### config.mk
export PLATFORM = sky130hd
export DESIGN_NAME = ibex_sec_erase_seq
export DESIGN_NICKNAME = d
export VERILOG_FILES = /design/src/rtl/ibex_sec_erase_seq.sv
export SDC_FILE = /design/constraint.sdc
export NUM_CORES = 1
export LEC_CHECK = 0
export CAP_MARGIN = 20
export CELL_PAD_IN_SITES_DETAIL_PLACEMENT = 1
export CELL_PAD_IN_SITES_GLOBAL_PLACEMENT = 2
export CORE_UTILIZATION = 25
export DETAILED_ROUTE_END_ITERATION = 6
export GPL_TIMING_DRIVEN = 0
export PLACE_DENSITY_LB_ADDON = 0.1
export SYNTH_ARGS = -nofsm -noshare
export SYNTH_HDL_FRONTEND = slang
export SYNTH_SLANG_ARGS = --single-unit
export TNS_END_PERCENT = 5
### constraint.sdc
create_clock -name clk_i -period 4.5 [get_ports clk_i]
set_clock_uncertainty 0.15 [all_clocks]
set_input_delay 0.9 -clock clk_i [delete_from_list [all_inputs] [get_ports clk_i]]
set_output_delay 0.9 -clock clk_i [all_outputs]
set_load 0.02 [all_outputs]
### src/rtl/ibex_sec_erase_seq.sv
`default_nettype none
// ============================================================================
// Module   : ibex_sec_erase_seq
// Purpose  : Multi-cycle sequencer for the secure register-erasure
//            instructions (SEC_ERSL: x0-x15, SEC_ERSH: x16-x31). It issues
//            one register-file write per accepted cycle, stalls the ID stage
//            while active and pulses done_o on completion.
// Options  : IBEX_SEC_ERASE_LFSR_EN - when defined, erased registers are
//            overwritten with Galois-LFSR data instead of zero.
// Revision : 1.0 - initial release
// ============================================================================
module ibex_sec_erase_seq #(
  parameter logic [31:0] LfsrSeed = 32'hACE1_2468,
  parameter logic [31:0] LfsrTaps = 32'h8020_0003
) (
  input  logic        clk_i,
  input  logic        rst_ni,
  input  logic        start_i,
  input  logic        hi_i,
  input  logic [15:0] mask_i,
  input  logic        kill_i,
  input  logic        rf_ready_i,
  output logic        rf_we_o,
  output logic [4:0]  rf_waddr_o,
  output logic [31:0] rf_wdata_o,
  output logic        busy_o,
  output logic        done_o
);

  localparam logic [1:0] IDLE  = 2'd0;
  localparam logic [1:0] ERASE = 2'd1;
  localparam logic [1:0] DONE  = 2'd2;

  logic [1:0]  state_q, state_d;
  logic [15:0] mask_q,  mask_d;
  logic        hi_q,    hi_d;

  logic [3:0]  w_idx;
  logic [15:0] w_start_mask;
  logic [15:0] w_mask_cleared;
  logic        w_erasing;
  logic        w_accept;

  // Low bank never writes x0, so bit 0 is dropped before the mask is latched.
  assign w_start_mask   = hi_i ? mask_i : {mask_i[15:1], 1'b0};
  // Clearing the lowest set bit is the same as clearing mask_q[w_idx].
  assign w_mask_cleared = mask_q & (mask_q - 16'd1);
  assign w_erasing      = (state_q == ERASE);
  assign w_accept       = rf_we_o & rf_ready_i;

  // Priority encoder: lowest set bit of the remaining mask wins.
  always_comb begin
    w_idx = 4'd0;
    for (int k = 15; k >= 0; k--) begin
      if (mask_q[k]) begin
        w_idx = k[3:0];
      end
    end
  end

  // Next-state logic; a flush overrides everything and drops the mask.
  always_comb begin
    state_d = state_q;
    mask_d  = mask_q;
    hi_d    = hi_q;
    if (kill_i) begin
      state_d = IDLE;
      mask_d  = 16'h0000;
    end else begin
      case (state_q)
        IDLE: begin
          if (start_i) begin
            hi_d    = hi_i;
            mask_d  = w_start_mask;
            state_d = (w_start_mask != 16'h0000) ? ERASE : DONE;
          end
        end
        ERASE: begin
          if (rf_ready_i) begin
            mask_d = w_mask_cleared;
            if (w_mask_cleared == 16'h0000) begin
              state_d = DONE;
            end
          end
        end
        DONE: begin
          state_d = IDLE;
        end
        default: begin
          state_d = IDLE;
          mask_d  = 16'h0000;
        end
      endcase
    end
  end

  // Control state registers with synchronous active-low reset.
  always_ff @(posedge clk_i) begin
    if (!rst_ni) begin
      state_q <= IDLE;
      mask_q  <= 16'h0000;
      hi_q    <= 1'b0;
    end else begin
      state_q <= state_d;
      mask_q  <= mask_d;
      hi_q    <= hi_d;
    end
  end

  // Write request is registered-state driven; only the flush gates it combinationally.
  assign rf_we_o    = w_erasing & ~kill_i;
  assign rf_waddr_o = w_erasing ? {hi_q, w_idx} : 5'd0;
  assign busy_o     = (state_q != IDLE);
  assign done_o     = (state_q == DONE);

`ifdef IBEX_SEC_ERASE_LFSR_EN
  logic [31:0] lfsr_q, lfsr_d;

  // One Galois step per accepted write; a flush leaves the LFSR untouched.
  always_comb begin
    lfsr_d = lfsr_q;
    if (w_accept) begin
      lfsr_d = (lfsr_q >> 1) ^ (lfsr_q[0] ? LfsrTaps : 32'h0000_0000);
    end
  end

  // LFSR register, reseeded only by reset.
  always_ff @(posedge clk_i) begin
    if (!rst_ni) begin
      lfsr_q <= LfsrSeed;
    end else begin
      lfsr_q <= lfsr_d;
    end
  end

  assign rf_wdata_o = w_erasing ? lfsr_q : 32'h0000_0000;
`else
  // Zero-fill build: no LFSR state exists, the parameters are intentionally idle.
  logic unused_lfsr_cfg;
  assign unused_lfsr_cfg = ^{LfsrSeed, LfsrTaps, w_accept};
  assign rf_wdata_o      = 32'h0000_0000;
`endif

endmodule
`default_nettype wire

==> flow_summary_export.csv, run 1 <==
group,metric,value,unit
clock_network,clkSinkCount,19,
routing,vias,1738,
clock_network,cts_setup_buffers,0,
clock_network,tritoncts,"built",
worst_setup_path,cp-start-kind,"register",
synthesis,ys_ff_latch,19,
run,drv_cap,0,
synthesis,synth_edf_count,0,
final_layout,fillers,779,
worst_setup_path,crit_type,"reg -> out",
synthesis,synth_area_leaders,"dfxtp_1, buf_4, nor2_1",
synthesis,yosysTopAreaCell,"dfxtp_1",
power_and_ir_drop,power_density,223,nW/um2
final_layout,nNetsFinal,312,
final_layout,regArea,380,um2
synthesis,yosysMostFrequentCell,"nor2_1",
synthesis,synthAdderAreaFrac,0.621,%
place,hpwl,4150,um
sta,period_needed,3480,ps
worst_setup_path,endpoint_kind,"output port",
synthesis,synth_top_family_by_area,"simple AND/OR/NAND/NOR gates",
place,placed_area,2110,um2
synthesis,yosysTopAreaCellShare,23.6,%
sta,slew_headroom,56.2,%
synthesis,synth_async_sr_flop_share,0,%
die,fp-row-count,28,
clock_network,cts_buffers,3,
sta,min_period_over_period,77.4,%
final_layout,drive_above_1_share,17.0,%
sta,rsz0062_at_grt,"false",
worst_setup_path,crit_fanout,8,
synthesis,synth_common_cells,"nor2_1, buf_4, dfxtp_1",
sta,tns,0,ps
synthesis,syn_inst,225,
synthesis,synth_seq_area_share,23.6,%
synthesis,synthXorXnorAreaFrac,0,%
power_and_ir_drop,worst_ir_drop_vdd,0.0000915,V
sta,finalHoldViolCount,0,
final_layout,diodes,0,
clock_network,htree_num_levels,1,
clock_network,ctsResizeCount,0,
clock_network,path_clk_slew,80,ps
routing,final_antenna_net_count,0,
grt,grt_pass1_vias,1549,
grt,antenna_found_initial,0,
sta,maxSlewViolCount,0,
synthesis,mappedNetlistArea,1610,um2
synthesis,yosysUniqueCellTypes,48,
grt,grt_max_degree,12,
sta,max_slew.worst_pin.slew,640,ps
synthesis,ys_warn_count,0,
place,gp_congestion,0.757,
final_layout,multi_input_area,1010,um2
die,io_pins,62,
synthesis,synthMuxAreaShare,0.698,%
sta,fmax,0.287,GHz
routing,wl,5360,um
routing,dr.first_iter.drc_count,56,
synthesis,synth_compound_area_share,25.1,%
final_layout,syn_to_final_growth,33.9,%
clock_network,cts_root_buf,"clkbuf_8",
routing,vias_per_cell,4.77,
die,coreArea,6060,um2
grt,grt_pass1_wl,8420,um
sta,setup_viol_count_final,0,
final_layout,fin_area,2160,um2
worst_setup_path,arrival,2430,ps
routing,drc,0,
die,dieWidth,82.3,um
min_path,hold_class,"reg -> reg",
routing,firstDrtPassIters,4,
die,die_height,82.3,um
grt,grt_util_all_layers,16.9,%
synthesis,avgSynthCellArea,7.17,um2
place,io_buffers,29,
synthesis,yosys.area_share.simple,28.6,%
die,initial_utilization,26.6,%
worst_setup_path,cp.required,3450,ps
power_and_ir_drop,p_leak,0.929,nW
clock_network,insertion_delay,270,ps
grt,overflow,0,
routing,wl_per_cell,14.7,um
clock_network,max-clock-path-buffers,2,
run_status,status,"finished, final reports clean",
synthesis,ys.flop_type,"dfxtp_1",
die,dieArea,6780,um2
clock_network,cts_hold_buf,0,
[cells in the final DEF (no fill, tap or decap), types with 2 or more instances in the layout]
cell type        Yosys  routed
conb_1               1      32
a21oi_1             14      14
nand2_1              7       7
and2_1               3       3
a22oi_1              5       5
nor4_2               2       2
nor4_1               6       6
nor2_1              38      38
nor4b_1              3       3
o21a_1               2       2
clkbuf_8             0       3
o31ai_1              2       2
nand3_1              5       5
clkbuf_1            12      12
a2bb2oi_1            2       2
nand2b_1             4       4
buf_2                2       2
o211ai_1             2       2
nor3_1               9       9
buf_4               33      33
dfxtp_1             19      19
o21ai_1              8       8
clkdlybuf4s50_1      0      29
a211oi_1             4       4
inv_1                5       5
and3_1               5       5
o21ai_0              4       4
a31oi_1              5       5
nor2b_1              2       2
[final timing paths]
path,slack [ps],endpoint,start,cells after the start
worst max register to register,1770,state_q[1],mask_q[2],7
worst min register to register,330,hi_q,hi_q,2
worst max-delay path,1020,rf_waddr_o[3],mask_q[10],6
worst min-delay path,330,hi_q,hi_q,2
[layer usage]
layer	vias up	global-route usage, %	wire, um	part of all wire, %
li1	868	-	-	-
met1	827	24.6	2690	50
met2	37	26.9	2470	46
met3	6	0.989	167	3.1
met4	0	4.21	37	0.69
met5	-	0	0	0
[state kept, by name, indices dropped and copies added, names as in the netlist]
register	cells
state_q	2
hi_q	1
mask_q	16
[where the power goes]
part | internal, mW | switching (mW)
sequential | 0.174 | 0.00527
clock | 0.0618 | 0.0663
combinational | 0.0735 | 0.101
[worst max-delay path, cell delays in order (launching register included)]
cell and delay (ps):
dfxtp_1 300, clkbuf_1 180, or4_4 530, or3_4 370
nor3_1 150, nor3_1 60, clkdlybuf4s50_1 560
[stage by stage]
stage	setup WS, ps	hold slack (ps)	util [%]	instances	power [mW]
after floorplan	1830	297	-	256	0.303
after global placement	1310	317	34.9	360	0.356
after detailed placement	1320	318	34.9	360	0.356
after CTS	1020	329	35.6	364	0.484
after global routing	886	344	35.6	364	0.509
final	1020	325	35.6	364	0.481
[final cells by class]
class / count / share of cell area, %
multi-input cells: 182 / 46.7
well taps: 75 / 4.35
inverters: 6 / 1.04
clock buffers: 3 / 1.91
repair buffers: 29 / 13.4
clock inverters: 1 / 0.232
plain buffers: 49 / 14.7
flip-flops and latches: 19 / 17.6
[kinds of logic after synthesis]
group / Yosys count
AOI/OAI and AO/OA: 59
buffers and inverters: 55
and+or+nand+nor: 89
muxes: 1
adders and majority gates: 1
other: 1
DFF: 19
No activity file was read; power rests on OpenSTA's default activity.
==> inputs of run 2 (changes only) <==
--- a/config.mk
+++ b/config.mk
@@ -8,7 +8,7 @@
 export CAP_MARGIN = 20
 export CELL_PAD_IN_SITES_DETAIL_PLACEMENT = 1
 export CELL_PAD_IN_SITES_GLOBAL_PLACEMENT = 2
-export CORE_UTILIZATION = 25
+export CORE_UTILIZATION = 21
 export DETAILED_ROUTE_END_ITERATION = 6
 export GPL_TIMING_DRIVEN = 0
 export PLACE_DENSITY_LB_ADDON = 0.1
==> constraint.sdc (replaced) <==
create_clock -name clk_i -period 3 [get_ports clk_i]
set_clock_uncertainty 0.15 [all_clocks]
set_input_delay 0.6 -clock clk_i [delete_from_list [all_inputs] [get_ports clk_i]]
set_output_delay 0.6 -clock clk_i [all_outputs]
set_load 0.02 [all_outputs]
==> run 2 against run 1 <==
  * Setup slack worse by 950 ps
  * Die area is 19% higher
  * Combinational power is 51% higher
  * Sequential share of layout area is 0.19 points lower
  * Routed wire length is 7.9% higher
  * Utilization is 5.7 points lower
  * Clock-buffer cell count is 1 higher
  * Sequential power is 51% higher
  * Register-to-register slack worse by 1400 ps
  * Sequential cell count stayed put
  * Cell area is 1.4% higher
  * First-iteration DRC count is 21% lower
==> flow_summary_export.csv, run 2 (same netlist as run 1, synthesis figures left out) <==
group,metric,value,unit
die,fp-row-count,31,
min_path,hold_class,"reg -> reg",
final_layout,diodes,0,
final_layout,multi_input_area,1020,um2
power_and_ir_drop,p_leak,0.939,nW
grt,grt_max_degree,11,
place,io_buffers,29,
grt,met3_usage,1.65,%
die,dieWidth,89.6,um
place,gp_congestion,0.749,
run,drv_cap,0,
final_layout,largest_reg_flops,16,
die,initial_utilization,22.0,%
final_layout,drive_above_1_share,17.8,%
final_layout,nNetsFinal,310,
grt,grt_pass1_vias,1638,
grt,grt_pass1_wl,8990,um
sta,setup_viol_count_final,0,
power_and_ir_drop,worst_ir_drop_vdd,0.000149,V
sta,rsz0062_at_grt,"true",
die,die_height,89.6,um
grt,use_met2,24.2,%
die,coreArea,7330,um2
clock_network,insertion_delay,270,ps
worst_setup_path,endpoint_kind,"output port",
worst_setup_path,crit_fanout,9,
worst_setup_path,cp-start-kind,"register",
final_layout,final_cell_mix,"nor2_1, buf_4, conb_1, clkdlybuf4s50_1, dfxtp_1",
power_and_ir_drop,power_density,334,nW/um2
run_status,status,"finished, final reports clean",
routing,dr.first_iter.drc_count,44,
final_layout,reg_top3,"mask_q x16, state_q x2, hi_q x1",
routing,wl,5790,um
grt,grt_util_all_layers,15.1,%
routing,final_antenna_net_count,0,
routing,firstDrtPassIters,4,
final_layout,regArea,382,um2
final_layout,syn_to_final_growth,35.8,%
final_layout,final_util,29.9,%
worst_setup_path,cp.required,2250,ps
final_layout,fillers,930,
worst_setup_path,crit_type,"reg -> out",
grt,antenna_found_initial,0,
final_layout,top_register,"mask_q",
routing,drc,0,
final_layout,mostFrequentLayoutCell,"nor2_1",
clock_network,cts_root_buf,"clkbuf_8",
grt,grt_use_met1,21.4,%
sta,period_needed,2930,ps
place,hpwl,4440,um
sta,hold_slack,330,ps
worst_setup_path,worst-r2r-setup-slack,410,ps
clock_network,max-clock-path-buffers,2,
clock_network,cts_buffers,3,
sta,finalHoldViolCount,0,
die,io_pins,62,
sta,maxSlewViolCount,0,
clock_network,htree_num_levels,1,
routing,wl_per_cell,15.0,um
sta,fmax,0.341,GHz
clock_network,clkSinkCount,19,
grt,busiest_layer,"met2",
clock_network,cts_hold_buf,0,
sta,max_slew.worst_pin.slew,607,ps
sta,min_period_over_period,97.6,%
grt,overflow,0,
routing,vias_per_cell,4.48,
sta,slew_headroom,58.5,%
clock_network,tritoncts,"built",
die,dieArea,8030,um2
routing,vias,1731,
clock_network,path_clk_slew,90,ps
worst_setup_path,arrival,2180,ps
run 2: final cells by class:
cell class	instances	share of cell area (%)
multi-input combinational	182	46.5
inverter	6	1.03
tap	99	5.65
clock buffer	4	2.06
timing repair buffer	29	13.1
buffer	47	14.2
sequential	19	17.4
run 2: routing by layer:
layer / up-vias / wire [um] / share of wire (%)
met2: 35 / 2620 / 45
met5: - / 0 / 0
met1: 828 / 2930 / 51
met3: 5 / 177 / 3.1
met4: 0 / 57 / 0.99
li1: 863 / - / -
run 2: report_power, final:
group / leakage, nW / total [mW] / internal, mW / switching (mW)
Combinational: 0.761 / 0.262 / 0.110 / 0.152
Clock: 0.0228 / 0.198 / 0.0951 / 0.103
Sequential: 0.155 / 0.270 / 0.261 / 0.00968
Total: 0.939 / 0.731 / 0.466 / 0.265
run 2: worst max-delay path, cell delays in order (launching register included):
cell and delay [ps]:
dfxtp_1 310, buf_2 170, or4_4 540, or3_4 370, nor3_1 150, nor3_1 70, clkdlybuf4s15_1 290
run 2: path summary, 6_finish.rpt:
path                                 from             to  cells after the start
worst max register to register  mask_q[1]     state_q[1]                      7
worst min register to register       hi_q           hi_q                      2
worst min-delay path                 hi_q           hi_q                      2
worst max-delay path            mask_q[9]  rf_waddr_o[3]                      6
run 2: what timing repair did:
action	4_1_cts	5_1_grt
setup endpoints to repair	4	2
setup buffers	0	0
resized for setup	4	4
pin swaps	0	0
endpoints found under the hold margin	0	0
run 2: per-stage QoR:
step                      setup WS (ps)  cells  setup TNS, ps  total power [mW]  area (um2)
after floorplan                     632    256              0             0.454        1730
after global placement              105    384              0             0.537        2140
after detailed placement           91.8    384              0             0.537        2140
after CTS                          14.1    388              0             0.729        2190
after global routing              -2.49    386          -2.49             0.771        2190
final                              71.3    386              0             0.731        2190
==> inputs of run 3 (changes only) <==
--- a/config.mk
+++ b/config.mk
@@ -5,13 +5,14 @@
 export SDC_FILE = /design/constraint.sdc
 export NUM_CORES = 1
 export LEC_CHECK = 0
+export ABC_AREA = 1
 export CAP_MARGIN = 20
 export CELL_PAD_IN_SITES_DETAIL_PLACEMENT = 1
 export CELL_PAD_IN_SITES_GLOBAL_PLACEMENT = 2
-export CORE_UTILIZATION = 21
+export CORE_UTILIZATION = 20
 export DETAILED_ROUTE_END_ITERATION = 6
 export GPL_TIMING_DRIVEN = 0
-export PLACE_DENSITY_LB_ADDON = 0.1
+export PLACE_DENSITY_LB_ADDON = 0.15
 export SYNTH_ARGS = -nofsm -noshare
 export SYNTH_HDL_FRONTEND = slang
 export SYNTH_SLANG_ARGS = --single-unit
==> run 3 against run 2 <==
  * Maximum frequency up 2.5%
  * Utilization down 1.4 points
  * Via count down 1.6%
  * Power up 8.8%
  * Clock power about the same
  * First-iteration DRC count up 50%
  * Global-route usage down 1.9 points
  * Combinational power up 22%
  * Routed wire length down 8.2%
  * Non-clock buffer count down 10
  * Critical path type unchanged
  * Highest routed layer unchanged
==> flow_summary_export.csv, run 3 <==
group,metric,value,unit
place,place_inst,412,
synthesis,synth_edf_count,0,
worst_setup_path,cp_cell_sequence,"inv_2, nor2_4, inv_2, a2111oi_1, clkdlybuf4s50_1",
worst_setup_path,r2r_start,"mask_q[1]",
final_layout,fin_area,2240,um2
final_layout,final_cell_mix,"nand2_1, buf_4, conb_1, nor2_1, clkdlybuf4s50_1",
grt,grt_pass1_vias,1734,
worst_setup_path,slowest_delay,680,ps
routing,vias,1703,
sta,max_slew.worst_pin.slew,823,ps
die,initial_utilization,21.0,%
final_layout,reg_top3,"mask_q x16, state_q x2, hi_q x1",
final_layout,final_util,28.5,%
power_and_ir_drop,power_density,355,nW/um2
worst_setup_path,rr_worst_depth,12,
worst_setup_path,crit_type,"reg -> out",
worst_setup_path,critical_path.most_common_cell,"inv_2",
synthesis,mappedNetlistArea,1650,um2
routing,wl_per_cell,12.8,um
synthesis,syn_inst,250,
synthesis,yosysUniqueCellTypes,29,
power_and_ir_drop,p_leak,1.06,nW
synthesis,synth_seq_area_share,23.1,%
clock_network,htree_num_levels,1,
grt,grt_pass1_wl,8830,um
routing,drc,0,
final_layout,largest_reg_flops,16,
run_status,status,"finished, final reports clean",
clock_network,path_clk_slew,80,ps
die,io_pins,62,
routing,dr.first_iter.drc_count,66,
clock_network,cts_buffers,3,
min_path,hold_path_depth,2,
synthesis,yosysMostFrequentCell,"nand2_1",
synthesis,ys.flop_type,"dfxtp_1",
place,hpwl,4300,um
sta,fmax,0.350,GHz
worst_setup_path,cp-start-kind,"register",
routing,vias_per_cell,4.09,
die,dieWidth,92.8,um
clock_network,cts_setup_buffers,0,
final_layout,layout.cells.non_filler,416,
synthesis,synth_area_leaders,"dfxtp_1, buf_4, nand2_1",
worst_setup_path,cpMaxStageDelayCell,"clkdlybuf4s50_1",
die,coreArea,7850,um2
place,io_buffers,29,
sta,slew_headroom,45.2,%
synthesis,yosysTopAreaCellShare,23.1,%
routing,final_antenna_net_count,0,
power_and_ir_drop,worst_ir_drop_vdd,0.000139,V
clock_network,cts_root_buf,"clkbuf_8",
die,fp-row-count,32,
synthesis,synth_async_sr_flop_share,0,%
worst_setup_path,endpoint_kind,"output port",
sta,period_needed,2860,ps
final_layout,drive_above_1_share,22.9,%
run,drv_cap,0,
worst_setup_path,worst-r2r-setup-slack,910,ps
grt,overflow,0,
clock_network,max-clock-path-buffers,2,
place,placed_area,2180,um2
synthesis,ys_warn_count,0,
grt,grt_max_degree,12,
final_layout,nNetsFinal,337,
final_layout,top_register,"mask_q",
synthesis,synth_common_cells,"nand2_1, buf_4, nor2_1",
synthesis,avgSynthCellArea,6.60,um2
min_path,hold_class,"reg -> reg",
die,dieArea,8610,um2
routing,firstDrtPassIters,4,
sta,maxSlewViolCount,0,
synthesis,yosysTopAreaCell,"dfxtp_1",
worst_setup_path,reg2reg_to,"state_q[0]",
routing,wl,5310,um
worst_setup_path,cp.required,2250,ps
final_layout,diodes,0,
min_path,holdCritStartpoint,"hi_q",
min_path,hold_end,"hi_q",
sta,setup_viol_count_final,0,
sta,min_period_over_period,95.2,%
grt,grt_util_all_layers,13.2,%
clock_network,tritoncts,"built",
grt,antenna_found_initial,0,
final_layout,mostFrequentLayoutCell,"nand2_1",
sta,rsz0062_at_grt,"false",
clock_network,clkSinkCount,19,
synthesis,ys_ff_latch,19,
place,gp_congestion,0.767,
sta,tns,0,ps
sta,finalHoldViolCount,0,
final_layout,syn_to_final_growth,35.7,%
worst_setup_path,arrival,2110,ps
clock_network,insertion_delay,270,ps
worst_setup_path,crit_fanout,9,
die,die_height,92.8,um
## run 3: cell count changes after synthesis, moves of 5 or more
cell	change
nand2_1	+43
nor3_1	-6
a221oi_2	+10
a21oi_1	+7
inv_2	+10
clkbuf_1	-11
inv_1	+17
a31oi_1	-5
and3_1	-5
nand3_1	+11
a22oi_1	-5
nor2_1	-9
## run 3: metrics by stage
| stage | power, mW | setup WS (ps) | hold WS (ps) |
|---|---|---|---|
| 2_1_floorplan | 0.509 | 516 | 324 |
| 3_3_place_gp | 0.605 | 169 | 363 |
| 3_5_place_dp | 0.604 | 146 | 362 |
| 4_1_cts | 0.810 | 69.4 | 376 |
| 5_1_grt | 0.857 | 9.11 | 394 |
| 6_report | 0.795 | 144 | 372 |
## run 3: repair_timing
item	in CTS	in global routing
hold buffers	0	0
gates cloned	0	0
pin swaps	0	0
gates resized for setup	2	2
setup endpoints to repair	3	2
## run 3: final cells by class
type,instances,area (um2)
timing repair buffer,29,293
tap,102,128
clock inverter,1,5.00
inverter,35,136
clock buffer,3,41.3
fill,1046,5610
buffer,37,288
sequential,19,380
multi-input combinational,190,966
## run 3: where the power goes
part / switching, mW / internal [mW] / total [mW]
clock: 0.105 / 0.0928 / 0.198
sequential: 0.0125 / 0.266 / 0.278
combinational: 0.194 / 0.125 / 0.319
## run 3: cell families (layout without fill, tap and decap cells)
family / Yosys count / in the layout / share of synthesized area [%]
simple gates: 111 / 111 / 29.6
buf+inv: 72 / 105 / 25.5
flops: 19 / 19 / 23.1
other cells: 1 / 32 / 0.227
compound gates: 47 / 47 / 21.6
## run 3: layer usage
layer	vias up	wire length, um	GRT usage, %
li1	881	-	-
met1	785	2600	17.1
met2	35	2490	22.9
met3	2	180	2.22
met4	0	44	3.08
met5	-	0	0
## run 3: worst max-delay path by stage
stage	start	to	slack (ps)	depth (start not counted)
finish	state_q[0]	rf_waddr_o[3]	140	5
global route	mask_q[6]	rf_waddr_o[3]	9	4
CTS	state_q[0]	rf_waddr_o[3]	70	5
detailed placement	state_q[0]	rf_waddr_o[1]	150	6
global placement	state_q[0]	rf_waddr_o[1]	170	6
floorplan	state_q[0]	rf_waddr_o[3]	520	4
## run 3: worst max-delay path: cells and delay by family (launching register included)
family | cells | cell delay (ps)
buf+inv | 3 | 870
flops | 1 | 410
compound gates | 1 | 410
simple gates | 1 | 140
==> edit, RTL diff (settings of run 2) <==
Add a define of `IBEX_SEC_ERASE_LFSR_EN`.
--- a/src/rtl/ibex_sec_erase_seq.sv
+++ b/src/rtl/ibex_sec_erase_seq.sv
@@ -11,2 +11,4 @@
 // ============================================================================
+`define IBEX_SEC_ERASE_LFSR_EN
+
 module ibex_sec_erase_seq #(
Formal check against the unedited RTL: not equivalent (Yosys sat finds a counterexample within 4 cycles, from zero or initial values and one cycle with rst_ni low).
==> edit against run 2 <==
The run now ends with setup timing left; sequential cell count is 32 higher; first-iteration DRC count increased by 120%; wire length increased by 70%; core utilization is 0.12 points higher; final area rose by 73%; clock power grew to 3.1 times the old value; synthesized area grew 69%; worst setup slack got worse by 0.16 ns; global-route usage grew 0.24 points; register-to-register slack worse by 0.15 ns; power rose by 120%; critical endpoint unchanged.
==> edit: results (changes against run 2) <==
- Routability cong.: 0.725 (-3.2%)
- Num CTS Buffers: 5 (+2)
- Endpoints failing setup: 1 (+1)
- Synth top area share: 37.6% (+14 points)
- Total placed cells including tap cells: 592 (+54%)
- GRT Overall Usage: 15.4% (+0.24 points)
- Outcome: complete, but fails checks
- Multi-input comb cells: 269 (+48%)
- Metal2 WL: 4870 um (+86%)
- CP Max Fanout: 10 (+1)
- WL/cell: 16.4 um (+9.6%)
- Routing usage on met1: 18.9% (-2.5 points)
- DR iter-0 viols: 96 (+120%)
- Largest net degree at the start of global routing: 17 (+6)
- Finished Layout Cells: 598 (+55%)
- Routed vias/inst: 4.55 (+1.4%)
- Combined area of the multi-input logic cells: 1550 um^2 (+52%)
- Die width: 116 um (+29%)
- Hold slack: 0.321 ns (-0.00955 ns)
- Failing checks: setup timing
- First-pass GRT wire length: 15200 um (+69%)
- #FFs+latches synth: 51 (+32)
- Power per Cell Area: 421 nW/um^2 (+26%)
- Unique masters post-synth: 51 (+6.3%)
- Worst-path clk slew: 0.07 ns (-0.02 ns)
- Port Buffers: 61 (+110%)
- Final worst setup slack: -0.0862 ns (-0.158 ns)
- Hold Path End: lfsr_q[17]
- M3 GR Usage: 3.97% (+2.3 points)
- Clk Latency, worst-skew pair: 0.30 ns (+0.03 ns)
- Internal power: 1.13 mW (+140%)
- Combinational power share: 17.5% (-18 points)
- H-Tree Depth: 2 (+1)
- ClkCell Share: 3.87% (+1.8 points)
- LEAKAGE: 1.90 nW (+100%)
- Largest regs: lfsr_q x32, mask_q x16, state_q x2
-- edit: cell types whose count changed in the layout (fill, tap and decap cells not counted), sizes merged, moves of 8 or more --
cell                 run 2  this run
a21boi                   1        17
and2                     3        36
buf                     37         4
clkbuf                  14        33
conb                    32         0
dfxtp                   19        51
dlymetal6s2s             0        30
nand2                    7        72
nand3                    6        14
nor2                    38        27
-- edit: logic make-up (layout without fill, tap and decap cells) --
family                   count (synthesis)  in the layout  synth area share (%)
AND/OR/NAND/NOR                        189            189                  34.3
multiplexers                             2              2                 0.736
adder cells (fa/ha/maj)                  1              1                 0.368
buffers and inverters                   39            106                  5.80
flip-flops                              51             51                  37.6
XOR/XNOR                                 3              3                 0.967
AO/OA/AOI/OAI                           74             74                  20.3
-- edit: worst max-delay path: cells and delay by family (launching register included) --
kind,cells,cell delay [ns]
AOI/OAI and AO/OA,1,0.28
buffers and inverters,3,0.68
DFF,1,0.30
and+or+nand+nor,2,0.76
